<file path="config.mk">
export PLATFORM = sky130hd
export DESIGN_NAME = div_fsm_flat
export DESIGN_NICKNAME = d
export VERILOG_FILES = /design/src/rtl/div_fsm_pkg.sv /design/src/rtl/div_fsm_if.sv /design/src/rtl/div_fsm.sv /design/src/flat_wrapper.sv
export SDC_FILE = /design/constraint.sdc
export NUM_CORES = 1
export LEC_CHECK = 0
export ABC_AREA = 1
export CAP_MARGIN = 0
export CORE_UTILIZATION = 35
export DETAILED_ROUTE_END_ITERATION = 16
export PLACE_DENSITY = 0.64
export SYNTH_ARGS = -nofsm -noshare
export SYNTH_HDL_FRONTEND = slang
export SYNTH_SLANG_ARGS = --single-unit
export TNS_END_PERCENT = 30
</file>
<file path="constraint.sdc">
create_clock -name clk -period 4.85 [get_ports clk]
set_input_delay 0.7275 -clock clk [delete_from_list [all_inputs] [get_ports clk]]
set_output_delay 0.7275 -clock clk [all_outputs]
set_load 0.02 [all_outputs]
</file>
<file path="src/rtl/div_fsm_pkg.sv">
// Shared types for the multi-cycle restoring divider.
package div_fsm_pkg;

    localparam int unsigned DIV_DEFAULT_WIDTH = 16;

    typedef enum logic [1:0] {
        IDLE = 2'd0,
        CALC = 2'd1,
        DONE = 2'd2
    } div_state_e;

endpackage

</file>
<file path="src/rtl/div_fsm_if.sv">
// Request/result bundle of the divider: en/ready accept handshake plus vld_out result strobe.
interface div_fsm_if #(
    parameter int unsigned DATAWIDTH = 16
);

    logic                 en;
    logic                 ready;
    logic [DATAWIDTH-1:0] dividend;
    logic [DATAWIDTH-1:0] divisor;
    logic [DATAWIDTH-1:0] quotient;
    logic [DATAWIDTH-1:0] remainder;
    logic                 vld_out;

    modport master (
        output en,
        output dividend,
        output divisor,
        input  ready,
        input  quotient,
        input  remainder,
        input  vld_out
    );

    modport slave (
        input  en,
        input  dividend,
        input  divisor,
        output ready,
        output quotient,
        output remainder,
        output vld_out
    );

endinterface

</file>
<file path="src/rtl/div_fsm.sv">
// Unsigned restoring shift-subtract divider, one quotient bit per clock.
// Divide by zero falls out of the algorithm: quotient = all ones, remainder = dividend.
module div_fsm
    import div_fsm_pkg::*;
#(
    parameter int unsigned DATAWIDTH = DIV_DEFAULT_WIDTH
) (
    input  logic      clk,
    input  logic      rstn,
    div_fsm_if.slave  bus
);

    localparam int unsigned   CW        = $clog2(DATAWIDTH + 1);
    localparam logic [CW-1:0] LAST_STEP = CW'(DATAWIDTH - 1);

    div_state_e           state_q, state_d;
    logic [CW-1:0]        cnt_q, cnt_d;
    logic [DATAWIDTH-1:0] dq_q, dq_d;
    logic [DATAWIDTH-1:0] r_q, r_d;
    logic [DATAWIDTH-1:0] dvsr_q, dvsr_d;
    logic [DATAWIDTH-1:0] quot_q, quot_d;
    logic [DATAWIDTH-1:0] rem_q, rem_d;

    logic [DATAWIDTH:0]   r_shift;
    logic                 q_bit;
    logic [DATAWIDTH-1:0] r_next;
    logic [DATAWIDTH-1:0] dq_next;

    // Compare is W+1 wide; when it passes the difference always fits in W bits.
    always_comb begin
        r_shift = {r_q, dq_q[DATAWIDTH-1]};
        q_bit   = (r_shift >= {1'b0, dvsr_q});
        r_next  = q_bit ? (r_shift[DATAWIDTH-1:0] - dvsr_q) : r_shift[DATAWIDTH-1:0];
        dq_next = {dq_q[DATAWIDTH-2:0], q_bit};
    end

    always_comb begin
        state_d = state_q;
        cnt_d   = cnt_q;
        dq_d    = dq_q;
        r_d     = r_q;
        dvsr_d  = dvsr_q;
        quot_d  = quot_q;
        rem_d   = rem_q;
        unique case (state_q)
            IDLE: begin
                if (bus.en) begin
                    dq_d    = bus.dividend;
                    dvsr_d  = bus.divisor;
                    r_d     = '0;
                    cnt_d   = '0;
                    state_d = CALC;
                end
            end
            CALC: begin
                dq_d  = dq_next;
                r_d   = r_next;
                cnt_d = cnt_q + CW'(1);
                // Final step writes the result registers directly on the edge into DONE.
                if (cnt_q == LAST_STEP) begin
                    quot_d  = dq_next;
                    rem_d   = r_next;
                    state_d = DONE;
                end
            end
            DONE: begin
                state_d = IDLE;
            end
            default: begin
                state_d = IDLE;
            end
        endcase
    end

    always_ff @(posedge clk or negedge rstn) begin
        if (!rstn) begin
            state_q <= IDLE;
            cnt_q   <= '0;
            dq_q    <= '0;
            r_q     <= '0;
            dvsr_q  <= '0;
            quot_q  <= '0;
            rem_q   <= '0;
        end else begin
            state_q <= state_d;
            cnt_q   <= cnt_d;
            dq_q    <= dq_d;
            r_q     <= r_d;
            dvsr_q  <= dvsr_d;
            quot_q  <= quot_d;
            rem_q   <= rem_d;
        end
    end

    assign bus.ready     = (state_q == IDLE);
    assign bus.vld_out   = (state_q == DONE);
    assign bus.quotient  = quot_q;
    assign bus.remainder = rem_q;

endmodule

</file>
<file path="src/flat_wrapper.sv">
// flat-port wrapper written by rule: the top's interface ports become plain ports
module div_fsm_flat import div_fsm_pkg::*;
#(
    parameter int unsigned DATAWIDTH = DIV_DEFAULT_WIDTH
)
  (clk, rstn, bus_en, bus_dividend, bus_divisor, bus_ready, bus_quotient, bus_remainder, bus_vld_out);
  div_fsm_if #(.DATAWIDTH(DATAWIDTH)) bus_i ();
  input  logic clk;
  input  logic rstn;
  input wire logic [$bits(bus_i.en)-1:0] bus_en;
  input wire logic [$bits(bus_i.dividend)-1:0] bus_dividend;
  input wire logic [$bits(bus_i.divisor)-1:0] bus_divisor;
  output wire logic [$bits(bus_i.ready)-1:0] bus_ready;
  output wire logic [$bits(bus_i.quotient)-1:0] bus_quotient;
  output wire logic [$bits(bus_i.remainder)-1:0] bus_remainder;
  output wire logic [$bits(bus_i.vld_out)-1:0] bus_vld_out;
  assign bus_i.en = bus_en;
  assign bus_i.dividend = bus_dividend;
  assign bus_i.divisor = bus_divisor;
  assign bus_ready = bus_i.ready;
  assign bus_quotient = bus_i.quotient;
  assign bus_remainder = bus_i.remainder;
  assign bus_vld_out = bus_i.vld_out;
  div_fsm #(.DATAWIDTH(DATAWIDTH)) u_core (.clk(clk), .rstn(rstn), .bus(bus_i));
endmodule
</file>
; ---- Word-level counts from Yosys, hierarchy flattened
; Index checks and enable logic that the tools add are counted.
[word_totals]
out_inout_bits = 34
word_cells = 31
inputBits = 35
regBits = 87
[classes]
n_reduce_logical = 6
n_addsub = 2
n_mux = 10
n_eq_ne = 5
order_cmp = 1
[op_table]
columns = operator, n
row1 = 16-bit one-hot mux with 2 select lines, 2
row2 = 16-bit two-way mux, 3
row3 = 17-bit by 16-bit greater-or-equal comparator with 1-bit output, 1
row4 = 16-bit subtractor, 1
row5 = 5-bit one-hot mux with 2 select lines, 1
row6 = 2-bit AND reduction, 4
row7 = 5-bit by 1-bit adder with 5-bit output (second input constant), 1
row8 = 5-bit by 4-bit equality test with 1-bit output (second input constant), 1
row9 = 5-bit two-way mux, 1
row10 = 2-bit two-way mux, 2
row11 = 2-bit one-hot mux with 2 select lines, 1
row12 = 2-bit by 1-bit equality test with 1-bit output (second input constant), 1
row13 = 2-bit equality test (second input constant), 1
row14 = 2-bit logical NOT, 1
row15 = 2-bit by 1-bit inequality test with 1-bit output (second input constant), 1
row16 = 2-bit inequality test (second input constant), 1
row17 = 2-bit nonzero test, 1

; ---- Logic depth before layout (Yosys ltp)
[depth]
ltp_word = 3
depth_mapped = 16
ltp_nobuf = 16

; ---- Least setup slack after synthesis
; OpenSTA, ideal clock, no wires.
[synth_path]
kind = reg-to-reg
startpoint = register u_core.dq_q[15]
endpoint = register u_core.r_q[10]
setup_ps = 117
slack_ps = 3058
required_time_ps = 4733
period_less_slack_ps = 1792
path_buffers = 0
arrival_ps = 1676
path_stages_with_launch = 17
cell_sequence = dfrtp_1 inv_1 ha_1 inv_1 fa_1 nand2_1 nand2_1 nand3b_1 nand2_1 nand2_1 nand2_1 nand2_1 nand2_1 nand2_1 nand2_1 nand2_1 nand2_1
[synth_via]
elab_chain_len = 3
elab_cells_between_ends = 4
classes_between = 1 x add/sub / 1 x order compare / 2 x mux
[synth_lines]
columns = item, line
row1 = from (decl), div_fsm.sv:18  ; logic [DATAWIDTH-1:0] dq_q, dq_d;
row2 = from (signal assigned), div_fsm.sv:87  ; dq_q <= dq_d;
row3 = 16-bit subtractor / 17-bit by 16-bit greater-or-equal comparator with 1-bit output (equally long branches), "div_fsm.sv:33, div_fsm.sv:32"
row4 = 16-bit two-way mux *, div_fsm.sv:33  ; r_next = q_bit ? (r_shift[DATAWIDTH-1:0] - dvsr_q) : r_shift[DATAWIDTH-1:0];
row5 = 16-bit one-hot mux with 2 select lines *, div_fsm.sv:45  ; unique case (state_q)
row6 = to (signal assigned), div_fsm.sv:88  ; r_q <= r_d;
row7 = to (decl), div_fsm.sv:19  ; logic [DATAWIDTH-1:0] r_q, r_d;
; Mark *: on every way between the ends. The rest lies on a longest branch, timed or not.
; A chain may end at the register's enable or synchronous reset.

; ---- Final worst setup path
[layout_path]
startpoint = register u_core.state_q[1]
endpoint = register u_core.rem_q[13] (netlist: u_core.bus.remainder[13])
[layout_via]
elab_chain_len = 2
[layout_lines]
columns = item, line
row1 = from (decl), div_fsm.sv:16  ; div_state_e state_q, state_d;
row2 = from (signal assigned), div_fsm.sv:85  ; state_q <= state_d;
row3 = 2-bit by 1-bit equality test with 1-bit output, div_fsm.sv:45
row4 = 2-bit AND reduction (no source line), --
row5 = to (signal assigned), div_fsm.sv:91  ; rem_q <= rem_d;
row6 = to (decl), div_fsm.sv:22  ; logic [DATAWIDTH-1:0] rem_q, rem_d;
; No other way between the ends.

==> metrics.txt <==
Post-Synthesis Net Count=approximately 660; adder-cell share of the synthesized area=~5.2%; Max Used Layer=met4; total number of vias=4082; vias in the first global route=slightly above 4000; total power divided by cell area=between 700 and 800 nW/um^2; initial antenna violation count=0; final hold vios=0; top cell types by occurrence after synthesis=sky130_fd_sc_hd__nand2_1, sky130_fd_sc_hd__dfrtp_1, sky130_fd_sc_hd__inv_1; time the worst path needs with I/O delays and setup=2570 ps; clock-pin slew of the registers on the worst-case setup and hold paths=70 ps; Die Span Y=between 100 and 150 microns; Die Outline Area=around 14000 sq um; total negative setup slack=0 ps; sum of net half-perimeters after detailed placement=a little under 9000 microns; Placed Instance Area=about 5500 sq um; worst hold-check path type=input pin to asynchronous set/reset pin; number of antenna-violating nets in the routed design=0; LEAKAGE=roughly 3 nW; post-route fraction of the period consumed by the critical path=53.0%; Avg Vias per Cell=between 4 and 5; Port Buffers=~70; CTS H-Tree Depth=3; 1st-iter DRT viols=about 200; ratio of cells with drive above 1 in the final layout=under 10%; crit-path most repeated cell=sky130_fd_sc_hd__nand2_1; top-area cell type share of the netlist area=46.6%; buffer levels on the longest clock path=2; detailed-route wire length per cell=14.3 microns; proportion of synthesized chip area in sequential cells=46.6%; post-synthesis simple-gate area fraction=between 20 and 30%; Congestion Overflow GR=0; count of hold buffers inserted by post-cts repair=0; synthesis-stage register bit count=87; dominant combinational cell family by area after synthesis=simple AND/OR/NAND/NOR gates; Synth Area per Inst=roughly 7.7 sq um; achievable clock frequency=~390 MHz; global-route wire length before repair=20400 microns; largest incremental delay on the critical path=roughly 540 ps; number of nets in the final layout=between 700 and 800; die outline width=about 120 microns; clock buffer count from CTS=9; most instantiated library cell after synthesis=sky130_fd_sc_hd__nand2_1; GRT Resource Usage Total=18.6%; portion of netlist area occupied by mux cells=less than 1%; cells along the critical path=inv_1 > nand2_1 > inv_1 > nand2_1 > clkinv_1 > nand3_1 > nand2_1; number of enable-type register cells in the synthesized netlist=0; met3 routed wirelength=671 microns; # diodes=0; Syn Inst Count=604; io pins=between 60 and 70; critical path data arrival time=2810 ps; headroom to the max-slew limit=a little under a third; Sink Count=87; total of max-cap violations=0; asr flop ratio synth=100%; Clock Latency Late Sink=approximately 360 ps; crit path max fanout=21; clk_skew=around 11 ps; total number of placement rows=41; number of cells on the worst reg-to-reg path=7; Worst Setup End Kind=flop; Critical R2R Capture=u_core.bus.remainder[13]; area of all placed cells without fillers=between 5000 and 6000 sq um; drc violations=0; endpoint required time on the critical path=a little over 5000 ps; sum of met2 wire segment lengths after detailed routing=5860 microns; Setup Buffers After CTS=0; dominant cells by area after synthesis=sky130_fd_sc_hd__dfrtp_1, sky130_fd_sc_hd__nand2_1, sky130_fd_sc_hd__inv_1; area of the placeable core=around 13000 sq um; buffer cell driving the clock tree root=sky130_fd_sc_hd__clkbuf_16; Mapped Area=approximately 4700 sq um; fraction of the mapped netlist area in compound gates=9.85%; number of gates resized after CTS=0; sum of routed wire segments on met1=5250 microns; worst-path cell with the longest stage delay=sky130_fd_sc_hd__inv_1; relative area change from synthesis to final layout=23.6%; Yosys warning count=0; setup violators final=0; startpoint types=flop; CTS tree=built; largest area contributor in the netlist=sky130_fd_sc_hd__dfrtp_1; Slew Viols, Final=0; worst vdd rail ir drop=317 uV; # fillers=approximately 1300; Synth cell types=38; actual slew at the worst max-slew pin=slightly above 1000 ps; launching point of the worst reg2reg path=u_core.state_q[1]; initial cell density of the core=a little over a third; share of the synthesized netlist area taken by xor and xnor gates=between 1 and 1.5%; status=finished, final reports clean; RD Place Congestion=between 0.9 and 1; worst reg2reg setup slack=around 2300 ps; RSZ-0062 raised after global routing=no; largest net degree at the start of global routing=50; total wirelength of the detailed-routed design=about 12000 microns; top flip-flop cell by instance count after synthesis=sky130_fd_sc_hd__dfrtp_1; Crit Path Category=flop to flop; detailed-router iteration count before antenna repair=5
==> sequential cells by signal (all words and copies together), names as in the netlist <==
register,cells
u_core.r_q,16
u_core.dvsr_q,16
u_core.state_q,2
u_core.cnt_q,5
u_core.dq_q,16
u_core.bus.remainder,16
u_core.bus.quotient,16
==> stage by stage <==
stage	hold WS (ps)	power (W)	utilization (%)	setup WS (ps)	instances
5_1_grt	381	0.00485	45.1	1950	842
6_report	337	0.00443	45.1	2280	842
4_1_cts	355	0.00449	45.1	2260	842
2_1_floorplan	432	0.00302	-	3060	604
3_3_place_gp	465	0.00370	42.7	2310	826
3_5_place_dp	470	0.00375	42.7	2220	826
==> critical path, delay by kind of cell (launching register included) <==
| family | cells | cell delay, ps |
|---|---|---|
| buf+inv | 3 | 1050 |
| simple gates | 4 | 1050 |
| flops | 1 | 360 |
==> cells by family after synthesis <==
| kind of cell | Yosys count |
|---|---|
| AO/OA/AOI/OAI | 83 |
| XOR/XNOR | 6 |
| adder cells (fa/ha/maj) | 19 |
| buffers and inverters | 105 |
| flip-flops | 87 |
| multiplexers | 1 |
| AND/OR/NAND/NOR | 303 |
==> area by class of cell <==
cell class              count  area, sq um  share of cell area (%)
flip-flops and latches     87         2180                    37.7
multi-input cells         412         2070                    35.8
repair buffers             71          701                    12.1
inverters                  84          315                    5.46
clock buffers               9          225                    3.90
well taps                 172          215                    3.72
clock inverters             7         76.3                    1.32
==> routing by layer <==
layer  track usage [%]  up-vias
li1                  -     2028
met2              31.5      102
met4              6.89        0
met3              5.47       17
met5                 0        -
met1              22.4     1935
==> worst max path at each step <==
stage               slack, ps         startpoint  cells past startpoint                       end
floorplan                3060    u_core.dq_q[15]                     16            u_core.r_q[10]
global placement         2310             bus_en                      5           u_core.dq_q[10]
detailed placement       2220             bus_en                      5            u_core.dq_q[2]
CTS                      2260  u_core.state_q[1]                      7  u_core.bus.remainder[13]
global route             1950  u_core.state_q[1]                      7  u_core.bus.remainder[13]
finish                   2280  u_core.state_q[1]                      7  u_core.bus.remainder[13]
==> where the power goes <==
part | leakage, nW | internal [W] | total (W) | switching [W]
registers | 1.06 | 0.00105 | 0.00125 | 0.000196
logic | 1.80 | 0.000899 | 0.00246 | 0.00156
clock network | 0.148 | 0.000405 | 0.000719 | 0.000314
total | 3.00 | 0.00236 | 0.00443 | 0.00207
==> cells in the final DEF (no fill, tap or decap), drive strengths merged <==
cell	count
o21ai	21
o211ai	1
a32o	1
a21oi	42
xor2	5
nand3b	4
fa	1
nand2	210
o22ai	16
clkdlybuf4s50	67
xnor2	1
nor3	1
clkinv	3
buf	4
or2	1
bufinv	1
dfrtp	87
clkbuf	9
ha	18
nor2	37
o21a	1
mux2	1
a22o	1
nand3	44
inv	86
and2	2
nand4	4
clkinvlp	1
(Power assumes the default switching activity.)
